--- src/rtl/pb_pkg.sv ---
// Shared constants and auto-repeat state type for pb_event_filter.
// Auto-repeat logic elsewhere is built only when PB_AUTO_REPEAT_EN is defined.
package pb_pkg;

  localparam int PB_DEBOUNCE_50MHZ      = 500000;
  localparam int PB_REPEAT_DELAY_50MHZ  = 25000000;
  localparam int PB_REPEAT_PERIOD_50MHZ = 5000000;

  typedef enum logic [1:0] {
    IDLE   = 2'd0,
    DELAY  = 2'd1,
    REPEAT = 2'd2
  } rpt_state_e;

  // Width of a counter that must reach max(delay, period) - 1.
  function automatic int rpt_cnt_w(input int delay, input int period);
    int longest;
    longest = (delay > period) ? delay : period;
    return (longest > 1) ? $clog2(longest) : 1;
  endfunction

endpackage

--- src/rtl/pb_channel.sv ---
// One push-button channel: synchroniser, debounce, press/release pulses and,
// when PB_AUTO_REPEAT_EN is defined, the per-button auto-repeat FSM.
module pb_channel
  import pb_pkg::*;
#(
  parameter int DEBOUNCE_CYCLES = PB_DEBOUNCE_50MHZ,
  parameter int REPEAT_DELAY    = PB_REPEAT_DELAY_50MHZ,
  parameter int REPEAT_PERIOD   = PB_REPEAT_PERIOD_50MHZ
) (
  input  logic clk,
  input  logic rst,
  input  logic pb_n,
  input  logic press_allow,
  output logic st,
  output logic press_req,
  output logic press_pulse,
  output logic release_pulse,
  output logic repeat_pulse
);

  localparam int              CNT_W    = $clog2(DEBOUNCE_CYCLES + 1);
  localparam logic [CNT_W-1:0] CNT_LAST = CNT_W'(DEBOUNCE_CYCLES - 1);
  localparam logic [CNT_W-1:0] CNT_ONE  = CNT_W'(1);
  localparam logic [CNT_W-1:0] CNT_ZERO = CNT_W'(0);

  logic             sync1_q, sync1_d;
  logic             s_q, s_d;
  logic             st_q, st_d;
  logic             press_pulse_q, press_pulse_d;
  logic             release_pulse_q, release_pulse_d;
  logic [CNT_W-1:0] cnt_q, cnt_d;

  // A press about to be accepted this edge; the top uses it for arbitration.
  assign press_req = ~s_q & st_q & (cnt_q == CNT_LAST);

  always_comb begin
    sync1_d         = pb_n;
    s_d             = sync1_q;
    st_d            = st_q;
    cnt_d           = CNT_ZERO;
    press_pulse_d   = 1'b0;
    release_pulse_d = 1'b0;
    if (s_q == st_q) begin
      cnt_d = CNT_ZERO;
    end else if (st_q && !press_allow) begin
      cnt_d = CNT_ZERO;
    end else if (cnt_q == CNT_LAST) begin
      st_d            = s_q;
      press_pulse_d   = ~s_q;
      release_pulse_d = s_q;
    end else begin
      cnt_d = cnt_q + CNT_ONE;
    end
  end

  always_ff @(posedge clk) begin
    if (rst) begin
      sync1_q         <= 1'b1;
      s_q             <= 1'b1;
      st_q            <= 1'b1;
      cnt_q           <= CNT_ZERO;
      press_pulse_q   <= 1'b0;
      release_pulse_q <= 1'b0;
    end else begin
      sync1_q         <= sync1_d;
      s_q             <= s_d;
      st_q            <= st_d;
      cnt_q           <= cnt_d;
      press_pulse_q   <= press_pulse_d;
      release_pulse_q <= release_pulse_d;
    end
  end

  assign st            = st_q;
  assign press_pulse   = press_pulse_q;
  assign release_pulse = release_pulse_q;

`ifdef PB_AUTO_REPEAT_EN
  localparam int               RPT_W       = rpt_cnt_w(REPEAT_DELAY, REPEAT_PERIOD);
  localparam logic [RPT_W-1:0] DELAY_LAST  = RPT_W'(REPEAT_DELAY - 1);
  localparam logic [RPT_W-1:0] PERIOD_LAST = RPT_W'(REPEAT_PERIOD - 1);
  localparam logic [RPT_W-1:0] RPT_ONE     = RPT_W'(1);
  localparam logic [RPT_W-1:0] RPT_ZERO    = RPT_W'(0);

  rpt_state_e       rpt_state_q;
  logic [RPT_W-1:0] rpt_cnt_q;
  logic             repeat_pulse_q;

  // An accepted release wins over any pending repeat fire on the same edge.
  always_ff @(posedge clk) begin
    if (rst) begin
      rpt_state_q    <= IDLE;
      rpt_cnt_q      <= RPT_ZERO;
      repeat_pulse_q <= 1'b0;
    end else begin
      repeat_pulse_q <= 1'b0;
      if (release_pulse_d) begin
        rpt_state_q <= IDLE;
        rpt_cnt_q   <= RPT_ZERO;
      end else begin
        case (rpt_state_q)
          IDLE: begin
            rpt_cnt_q <= RPT_ZERO;
            if (press_pulse_d) begin
              rpt_state_q <= DELAY;
            end else begin
              rpt_state_q <= IDLE;
            end
          end
          DELAY: begin
            if (rpt_cnt_q == DELAY_LAST) begin
              repeat_pulse_q <= 1'b1;
              rpt_state_q    <= REPEAT;
              rpt_cnt_q      <= RPT_ZERO;
            end else begin
              rpt_cnt_q <= rpt_cnt_q + RPT_ONE;
            end
          end
          REPEAT: begin
            if (rpt_cnt_q == PERIOD_LAST) begin
              repeat_pulse_q <= 1'b1;
              rpt_cnt_q      <= RPT_ZERO;
            end else begin
              rpt_cnt_q <= rpt_cnt_q + RPT_ONE;
            end
          end
          default: begin
            rpt_state_q <= IDLE;
            rpt_cnt_q   <= RPT_ZERO;
          end
        endcase
      end
    end
  end

  assign repeat_pulse = repeat_pulse_q;
`else
  logic unused_rpt_cfg;
  assign unused_rpt_cfg = (REPEAT_DELAY > 0) ^ (REPEAT_PERIOD > 0);
  assign repeat_pulse   = 1'b0;
`endif

endmodule

--- src/rtl/pb_event_filter.sv ---
// Debounced push-button filter with press/release/repeat events and optional
// one-at-a-time lock; auto-repeat is built only with PB_AUTO_REPEAT_EN defined.
module pb_event_filter
  import pb_pkg::*;
#(
  parameter int NUM_PB          = 4,
  parameter int DEBOUNCE_CYCLES = PB_DEBOUNCE_50MHZ,
  parameter int LOCK_EN         = 0,
  parameter int REPEAT_DELAY    = PB_REPEAT_DELAY_50MHZ,
  parameter int REPEAT_PERIOD   = PB_REPEAT_PERIOD_50MHZ
) (
  input  logic              clk,
  input  logic              rst,
  input  logic [NUM_PB-1:0] pb_n,
  output logic [NUM_PB-1:0] pb_n_fltrd,
  output logic [NUM_PB-1:0] press_pulse,
  output logic [NUM_PB-1:0] release_pulse,
  output logic [NUM_PB-1:0] repeat_pulse
);

  logic [NUM_PB-1:0] st_s;
  logic [NUM_PB-1:0] press_req_s;
  logic [NUM_PB-1:0] press_allow_s;

  for (genvar i = 0; i < NUM_PB; i++) begin : g_ch
    localparam logic [NUM_PB-1:0] SELF_MASK  = NUM_PB'(1) << i;
    localparam logic [NUM_PB-1:0] OTHER_MASK = ~SELF_MASK;
    localparam logic [NUM_PB-1:0] LOWER_MASK = SELF_MASK - NUM_PB'(1);

    // Blocked while another button is held down or a lower index also wants in.
    assign press_allow_s[i] = (LOCK_EN == 0) |
                              ~(|((~st_s & OTHER_MASK) | (press_req_s & LOWER_MASK)));

    pb_channel #(
      .DEBOUNCE_CYCLES(DEBOUNCE_CYCLES),
      .REPEAT_DELAY   (REPEAT_DELAY),
      .REPEAT_PERIOD  (REPEAT_PERIOD)
    ) u_ch (
      .clk          (clk),
      .rst          (rst),
      .pb_n         (pb_n[i]),
      .press_allow  (press_allow_s[i]),
      .st           (st_s[i]),
      .press_req    (press_req_s[i]),
      .press_pulse  (press_pulse[i]),
      .release_pulse(release_pulse[i]),
      .repeat_pulse (repeat_pulse[i])
    );
  end

  assign pb_n_fltrd = st_s;

endmodule
--- config.mk ---
export PLATFORM = sky130hd
export DESIGN_NAME = pb_event_filter
export DESIGN_NICKNAME = d
export VERILOG_FILES = /design/src/rtl/pb_pkg.sv /design/src/rtl/pb_channel.sv /design/src/rtl/pb_event_filter.sv
export SDC_FILE = /design/constraint.sdc
export NUM_CORES = 1
export LEC_CHECK = 0
export CAP_MARGIN = 20
export CORE_MARGIN = 5
export CORE_UTILIZATION = 35
export CTS_BUF_LIST = sky130_fd_sc_hd__clkbuf_8
export CTS_CLUSTER_DIAMETER = 50
export DETAILED_ROUTE_END_ITERATION = 8
export GPL_TIMING_DRIVEN = 0
export PLACE_DENSITY = 0.52
export SYNTH_ARGS = -nofsm -noshare
export SYNTH_HDL_FRONTEND = slang
export SYNTH_SLANG_ARGS = --single-unit
--- constraint.sdc ---
create_clock -name clk -period 2.4 [get_ports clk]
set_input_delay 0.36 -clock clk [delete_from_list [all_inputs] [get_ports clk]]
set_output_delay 0.36 -clock clk [all_outputs]
set_load 0.05 [all_outputs]
Yosys cells after proc, flatten, opt, wreduce, memory -nomap -nowiden
Cells that the tools add are included.
{"block": "classes", "bitwise_logic": 12, "add_sub_neg": 4, "n_eq_ne": 8, "reduce_logical": 12}
{"operator": "19-bit by 1-bit adder with 19-bit output, second input constant", "n": 4}
{"operator": "19-bit equality test, second input constant", "n": 4}
{"operator": "3-bit OR reduction", "n": 8}
{"operator": "1-bit inverter", "n": 12}
{"operator": "2-bit AND reduction", "n": 4}
{"operator": "1-bit equality test", "n": 4}
{"block": "totals", "wordCells": 60, "inputBits": 6, "out_inout_bits": 16, "register_bits": 96}

Longest topological paths before layout
Gate-level depths: netlist of the first run.
{"block": "logic_depth", "word_depth": 3, "mapped_depth": 6, "mapped_depth_nobuf": 5}

Cells and area by module
A second synthesis of the first run with hierarchy kept.
{"block": "unflattened", "hier_cells": 485, "hier_area_um2": 4317.9}
{"module": "pb_channel", "area_each_um2": 1078.5, "cells_each": 121, "seq_area_each_um2": 480.5, "instances": 4}
{"module": "pb_event_filter", "area_each_um2": 3.8, "cells_each": 1, "seq_area_each_um2": 0.0, "instances": 1}

Least setup slack after synthesis of the first run
OpenSTA, ideal clock, no wires.
{"block": "synth_path", "path_kind": "flip-flop to flip-flop", "startpoint": "reg g_ch[3].u_ch.cnt_q[14]", "endpoint": "reg g_ch[3].u_ch.cnt_q[16]", "t_required_ns": 2.285, "slack_ns": 0.365, "t_arrival_ns": 1.920, "synth_period_minus_slack_ns": 2.035, "n_path_buf": 1, "setup_time_ns": 0.115, "path_stages_with_launch": 6, "cell_sequence": "dfxtp_1 > or4b_2 > or4_4 > o21bai_4 > buf_6 > nor2_1"}
{"block": "synth_via", "elab_chain_cells": 2, "word_cells_on_any_way": 3, "classes_between": "add/sub (1); eq/ne (1); reduce/logical (1)"}
{"item": "start, declared", "line": "pb_channel.sv:31", "source": "logic [CNT_W-1:0] cnt_q, cnt_d;"}
{"item": "start signal, assigned", "line": "pb_channel.sv:68", "source": "cnt_q <= cnt_d;"}
{"item": "branches (longest 2 deep; another with 19-bit by 1-bit adder with 19-bit output)"}
Several ways; the timed one is not identified.
A chain may end at the register's enable or synchronous reset.

Final worst setup path of the first run
{"block": "layout_path", "startpoint": "reg g_ch[3].u_ch.cnt_q[0]", "endpoint": "reg g_ch[3].u_ch.cnt_q[18]"}
Same word-level chain as after synthesis.

==> metrics.md, run 1 <==
| Metric | Value |
|---|---|
| Status | complete, no violations |
| Drt wl/cell | between 10 and 15 um |
| Residual DRC | 0 |
| Relative slew slack | 0.595 |
| Synth warnings | 0 |
| Buffers on Ports | 17 |
| Final WS setup | between 150 and 200 ps |
| Area Growth Syn to Fin | 13.8% |
| Post-synth ARST share | 0 |
| Post-synth cell types | 45 |
| Crit path DAT | roughly 2500 ps |
| Vias in the first global route | approximately 3000 |
| Worst path bufs/invs | 0 |
| Ports | 22 |
| Clock Sinks | between 90 and 100 |
| Critical path data required time | between 2000 and 3000 ps |
| CP cell instances | ha_1 > nand4_1 > or4_1 > or3_1 > a21oi_1 |
| Hold Crit Class | flop to flop |
| Cell row count | 40 |
| Synthesized cell area | ~4200 sq um |
| Die Ht | ~120 um |
| Worst r2r dst | g_ch[3].u_ch.cnt_q[18]$_SDFF_PP0_ |
| CTS tree | yes |
| Clk slew on worst S/H paths | 90 ps |
| DIE WIDTH | 120 um |
| GRT Total Usage | 0.120 |
| Max Clock Freq | between 0.4 and 0.5 GHz |
| Routed vias/inst | around 5.0 |
| Dpl hpwl | ~5800 um |
| Reg2Reg Setup Slack | 170 ps |
| Synthesized area per cell | ~8.9 sq um |
| Global routing's busiest layer | met2 |
| Critical R2R Launch | g_ch[3].u_ch.cnt_q[0]$_SDFF_PP0_ |
| Commonest non-fill, non-tap cell in the layout | dfxtp_1 |
| EDFF count, synth | 0 |
| CP top delay family | simple AND/OR/NAND/NOR gates |
| CTS Buf Count | 9 |
| Share of cells above drive strength 1 | 0.102 |
| Most frequent cells in the layout | dfxtp_1 (96), nor2_1 (74), xnor2_1 (37) |
| Critical path capture point type | flop |
| Initial antenna violation count | 0 |
| TritonRoute pass-1 iters | 4 |
| DIE AREA | 14400 sq um |
| Clk buf depth | 2 |
| Top_reg_cell synth | dfxtp_1 |
| CP max stage delay | roughly 700 ps |
| Root buffer cell | clkbuf_8 |
| 1st-iter DRT viols | between 150 and 200 |
| Gp weighted congestion | roughly 0.80 |
| Initial Util | 0.355 |
| WS Path Type | flop to flop |
| H-tree Lvls | 3 |
| ANT nets after route | 0 |
| Final wirelength | around 8200 um |
| Worst Setup Start Kind | flop |
| TNS Setup | 0 ps |
| Met1 Use GR | 0.162 |
| Final setup vio count | 0 |
| First-pass GRT wire length | roughly 14000 um |
| Clk_skew | 11.6 ps |
| Fin. max-slew vios | 0 |
| Nets@finish | between 500 and 600 |
| Peak supply drop | roughly 0.22 mV |
| Leakage | 1.45 nW |
| CP Max Fanout | 9 |
| Hold_ws | around 410 ps |
| Via count | between 3000 and 4000 |
| Max-Cap Viols | 0 |
| Worst r2r path cells | 5 |
| Inserted Diodes | 0 |
| Syn Inst Count | approximately 480 |
| Period utilization | 0.928 |
| Worst Max-Slew Pin Slew | about 600 ps |
| Met3 GRT Util | 0.0424 |
| Synth Register Bits | 96 |
| Crit path from | g_ch[3].u_ch.cnt_q[0]$_SDFF_PP0_ |
| Largest net degree at the start of global routing | 16 |
| Slowest CP cell | or4_1 |
| Fin crit period | 2230 ps |
| Worst Setup EP | g_ch[3].u_ch.cnt_q[18]$_SDFF_PP0_ |
| GR Util met2 | 0.176 |
| Fin. Hold Viols | 0 |
| Core area | between 10000 and 15000 sq um |
| Clock latency on the worst-skew pair | about 380 ps |
| RSZ-0062 raised after global routing | false |
| Total congestion overflow | 0 |
| CP Depth | 5 |
| Seq/Total Area, Yosys | 0.455 |
| Pre-CTS WS | 75.0 ps |
| Pwr/cell area | a little under 600 nW/um^2 |
## worst reg2reg max path, cell delays in order, from the launching register on
cell and delay, ps:
dfxtp_1 380, ha_1 240, nand4_1 370, or4_1 710, or3_1 330, a21oi_1 140
## power by group
part	leakage, nW	internal (mW)	switching (mW)
logic	0.569	0.0232	0.0361
clock network	0.107	0.580	0.580
registers	0.775	1.60	0.00500
total	1.45	2.20	0.621
## cells in the mapped netlist, types with 10 or more instances
library cell,number,area share
a21oi_1,13,0.015
buf_4,16,0.028
dfxtp_1,96,0.46
inv_1,15,0.013
nand2_1,24,0.021
nand3_1,26,0.031
nand4_1,24,0.036
nor2_1,74,0.066
nor3_1,18,0.021
nor4_1,16,0.024
o21ai_0,10,0.012
or3_1,10,0.015
xnor2_1,37,0.077
xor2_1,21,0.044
## repair_timing
item | CTS | global route
hold buffers | 0 | 0
hold endpoints to repair | 0 | 0
setup endpoints to repair | 0 | 20
buffers inserted | 0 | 0
gates resized for setup | 0 | 2
## final cells by class
| type | instances | area (sq um) |
|---|---|---|
| Fill cell | 1239 | 7110 |
| Multi-Input combinational cell | 343 | 2100 |
| Sequential cell | 96 | 1920 |
| Tap cell | 147 | 184 |
| Timing Repair Buffer | 17 | 170 |
| Buffer | 25 | 163 |
| Clock buffer | 9 | 124 |
| Clock inverter | 6 | 85.1 |
| Inverter | 15 | 56.3 |
## metal layers
| layer | wire length [um] | part of all wire | vias up |
|---|---|---|---|
| li1 | - | - | 1695 |
| met1 | 4150 | 0.51 | 1533 |
| met2 | 3550 | 0.43 | 37 |
| met3 | 329 | 0.040 | 10 |
| met4 | 133 | 0.016 | 0 |
| met5 | 0 | 0 | - |
## sequential cells by signal, indices dropped and copies added, names as in the netlist
register                 count
g_ch.u_ch.s_q                4
g_ch.u_ch.press_pulse        4
g_ch.u_ch.cnt_q             76
g_ch.u_ch.release_pulse      4
g_ch.u_ch.s_d                4
g_ch.u_ch.st                 4
## worst min path at each step
stage / start / endpoint / slack (ps) / cells past startpoint
floorplan: g_ch[0].u_ch.s_d$_SDFF_PP1_ / g_ch[0].u_ch.s_q$_SDFF_PP1_ / 390 / 1
detailed placement: g_ch[3].u_ch.s_d$_SDFF_PP1_ / g_ch[3].u_ch.s_q$_SDFF_PP1_ / 390 / 1
global placement: g_ch[2].u_ch.s_d$_SDFF_PP1_ / g_ch[2].u_ch.s_q$_SDFF_PP1_ / 390 / 1
CTS: g_ch[3].u_ch.s_d$_SDFF_PP1_ / g_ch[3].u_ch.s_q$_SDFF_PP1_ / 420 / 1
finish: g_ch[3].u_ch.s_d$_SDFF_PP1_ / g_ch[3].u_ch.s_q$_SDFF_PP1_ / 410 / 1
global route: g_ch[0].u_ch.s_d$_SDFF_PP1_ / g_ch[0].u_ch.s_q$_SDFF_PP1_ / 430 / 1
## cells by family (layout without fill, tap and decap cells)
| kind of cell | Yosys count | in the layout | synth area share |
|---|---|---|---|
| xor gates and xnor gates | 58 | 58 | 0.120 |
| adders and majority gates | 4 | 4 | 0.0119 |
| muxes | 4 | 4 | 0.00948 |
| AOI/OAI and AO/OA | 31 | 31 | 0.0450 |
| and+or+nand+nor | 242 | 242 | 0.305 |
| buffers and inverters | 40 | 72 | 0.0519 |
| DFF | 96 | 96 | 0.455 |
| other | 1 | 4 | 0.000888 |
## per-stage QoR
step	area, sq um	power [mW]	cells	util
after floorplan	4230	1.68	479	-
after global placement	4590	1.70	643	0.385
after detailed placement	4590	1.70	643	0.385
after CTS	4800	2.87	658	0.403
after global routing	4800	2.94	658	0.403
final	4800	2.82	658	0.403
No activity file was read; power rests on OpenSTA's default activity.
==> run 2, diff against run 1 <==
Settings changed: CORE_MARGIN 5 to 8.
==> run 2 against run 1 <==
  * Cell count is 0.61% higher
  * Sequential share of layout area fell by 0.57 points
  * Critical path depth did not move
  * Combinational power is essentially flat
  * Wire length fell by 1.2%
  * First-iteration DRC count down 8.4%
  * Power grew 4.7%
  * Utilization up 0.59 points
  * Register-to-register slack gained 40 ps
  * Global-route usage down 1.2 points
  * Final area rose by 1.5%
  * Highest routed layer unchanged
==> metrics.md, run 2 (same netlist as run 1, synthesis figures left out) <==
| Metric | Value |
|---|---|
| Clock Sinks | 96 (unchanged) |
| Clk_skew | 7.47 ps (-4.15 ps) |
| Commonest non-fill, non-tap cell in the layout | dfxtp_1 |
| Crit path DAT | 2450 ps (-90 ps) |
| Largest net degree at the start of global routing | 16 (unchanged) |
| Final wirelength | 8060 um (-1.2%) |
| CP cell instances | or4_1 > or4_4 > o21ai_2 > buf_2 > nor2_1 |
| CTS tree | yes |
| Nets@finish | 520 (+0.58%) |
| Fin crit period | 2190 ps (-39.6 ps) |
| Initial Util | 0.355 (unchanged) |
| ANT nets after route | 0 (unchanged) |
| Residual DRC | 0 (unchanged) |
| Initial antenna violation count | 0 (unchanged) |
| Worst Setup Start Kind | flop |
| Clk slew on worst S/H paths | 90 ps (about the same) |
| Cell row count | 40 (unchanged) |
| Worst Max-Slew Pin Slew | 537 ps (-65.3 ps) |
| Max-Cap Viols | 0 (unchanged) |
| Final setup vio count | 0 (unchanged) |
| Root buffer cell | clkbuf_8 |
| Hold Crit Class | flop to flop |
| CP max stage delay | 550 ps (-150 ps) |
| H-tree Lvls | 3 (unchanged) |
| Reg2Reg Setup Slack | 210 ps (+40 ps) |
| CTS Buf Count | 9 (unchanged) |
| Final Util | 0.409 (+0.00588) |
| Largest register FFs | 76 (unchanged) |
| Relative slew slack | 0.639 (+0.0440) |
| GRT Total Usage | 0.108 (-0.0122) |
| Peak supply drop | 0.243 mV (+8.1%) |
| Ports | 22 (unchanged) |
| RSZ-0062 raised after global routing | false |
| Area Growth Syn to Fin | 15.4% |
| Period utilization | 0.912 (-0.0165) |
| DIE AREA | 15800 sq um (+10%) |
| Critical path data required time | 2660 ps (-50 ps) |
| Core area | 11900 sq um (unchanged) |
| Gp weighted congestion | 0.774 (-3.3%) |
| Die Ht | 126 um (+5.0%) |
| Layout fillers | 1223 (-1.3%) |
| Clk buf depth | 2 (unchanged) |
| Vias in the first global route | 2939 (+0.44%) |
| 1st-iter DRT viols | 163 (-8.4%) |
| Multi-input logic area | 2100 sq um (unchanged) |
| TNS Setup | 0 ps (unchanged) |
| DIE WIDTH | 126 um (+5.0%) |
| Register area | 1920 sq um (unchanged) |
| Status | complete, no violations |
| Drt wl/cell | 12.2 um (-1.8%) |
| Routed vias/inst | 4.89 (-1.7%) |
| Max Clock Freq | 0.457 GHz (+1.8%) |
| First-pass GRT wire length | 14000 um (-0.15%) |
| Via count | 3240 (-1.1%) |
| CP Max Fanout | 10 (+1) |
| Critical path capture point type | flop |
| Total Power | 2.96 mW (+4.7%) |
| Most frequent cells in the layout | dfxtp_1 (96), nor2_1 (74), xnor2_1 (37) |
| Slowest CP cell | or4_4 |
| Share of cells above drive strength 1 | 0.115 (+0.0128) |
| Pwr/cell area | 606 nW/um^2 (+3.2%) |
| Buffers on Ports | 17 (unchanged) |
| Top reg by flops | g_ch.u_ch.cnt_q |
| Clock latency on the worst-skew pair | 360 ps (-20 ps) |
| WS Path Type | flop to flop |
| Worst path bufs/invs | 1 (+1) |
| Total congestion overflow | 0 (unchanged) |
| CP top delay family | simple AND/OR/NAND/NOR gates |
| Fin. Hold Viols | 0 (unchanged) |
| TritonRoute pass-1 iters | 6 (+2) |
| Leakage | 1.49 nW (+2.5%) |
| Dpl hpwl | 5740 um (-1.1%) |
| Inserted Diodes | 0 (unchanged) |
| Fin. max-slew vios | 0 (unchanged) |
## run 2: repair_timing
action,4_1_cts,5_1_grt
hold buffers,0,0
buffers inserted,0,3
setup endpoints to repair,0,21
gates resized for setup,0,6
## run 2: area by class of cell
| cell class | count | share of cell area |
|---|---|---|
| Buffer | 25 | 0.0339 |
| Clock buffer | 11 | 0.0311 |
| Clock inverter | 5 | 0.0210 |
| Inverter | 15 | 0.0116 |
| Multi-Input combinational cell | 343 | 0.431 |
| Sequential cell | 96 | 0.394 |
| Tap cell | 147 | 0.0377 |
| Timing Repair Buffer | 20 | 0.0395 |
## run 2: worst paths after layout
check                                           to  depth (start not counted)                               from
hold reg to reg        g_ch[3].u_ch.s_q$_SDFF_PP1_                          1        g_ch[3].u_ch.s_d$_SDFF_PP1_
setup reg to reg  g_ch[0].u_ch.cnt_q[9]$_SDFF_PP0_                          5  g_ch[0].u_ch.cnt_q[12]$_SDFF_PP0_
setup / recovery  g_ch[0].u_ch.cnt_q[9]$_SDFF_PP0_                          5  g_ch[0].u_ch.cnt_q[12]$_SDFF_PP0_
hold / removal         g_ch[3].u_ch.s_q$_SDFF_PP1_                          1        g_ch[3].u_ch.s_d$_SDFF_PP1_
## run 2: worst reg2reg max path, cell delays in order (launching register included)
cell	delay, ps
dfxtp_1	380
or4_1	530
or4_4	550
o21ai_2	260
buf_2	280
nor2_1	80
## run 2: metrics by stage
step / instances / area, sq um / hold slack, ps / setup slack [ps]
floorplan: 479 / 4230 / 389 / 365
global placement: 643 / 4590 / 392 / 58.6
detailed placement: 643 / 4590 / 396 / 30.4
CTS: 659 / 4840 / 414 / 18.3
global route: 662 / 4870 / 421 / 91.6
finish: 662 / 4870 / 410 / 211
## run 2: routing by layer
| metal | up-vias | wire, um | GRT usage | share of wire |
|---|---|---|---|---|
| met5 | - | 0 | 0 | 0 |
| met4 | 0 | 132 | 0.0425 | 0.016 |
| met3 | 10 | 386 | 0.0384 | 0.048 |
| met2 | 41 | 3530 | 0.162 | 0.44 |
| met1 | 1480 | 4020 | 0.138 | 0.50 |
| li1 | 1709 | - | - | - |
## run 2: where the power goes
group | internal, mW | leakage [nW] | switching, mW
clock | 0.747 | 0.126 | 0.545
combinational | 0.0234 | 0.586 | 0.0360
sequential | 1.60 | 0.775 | 0.00509
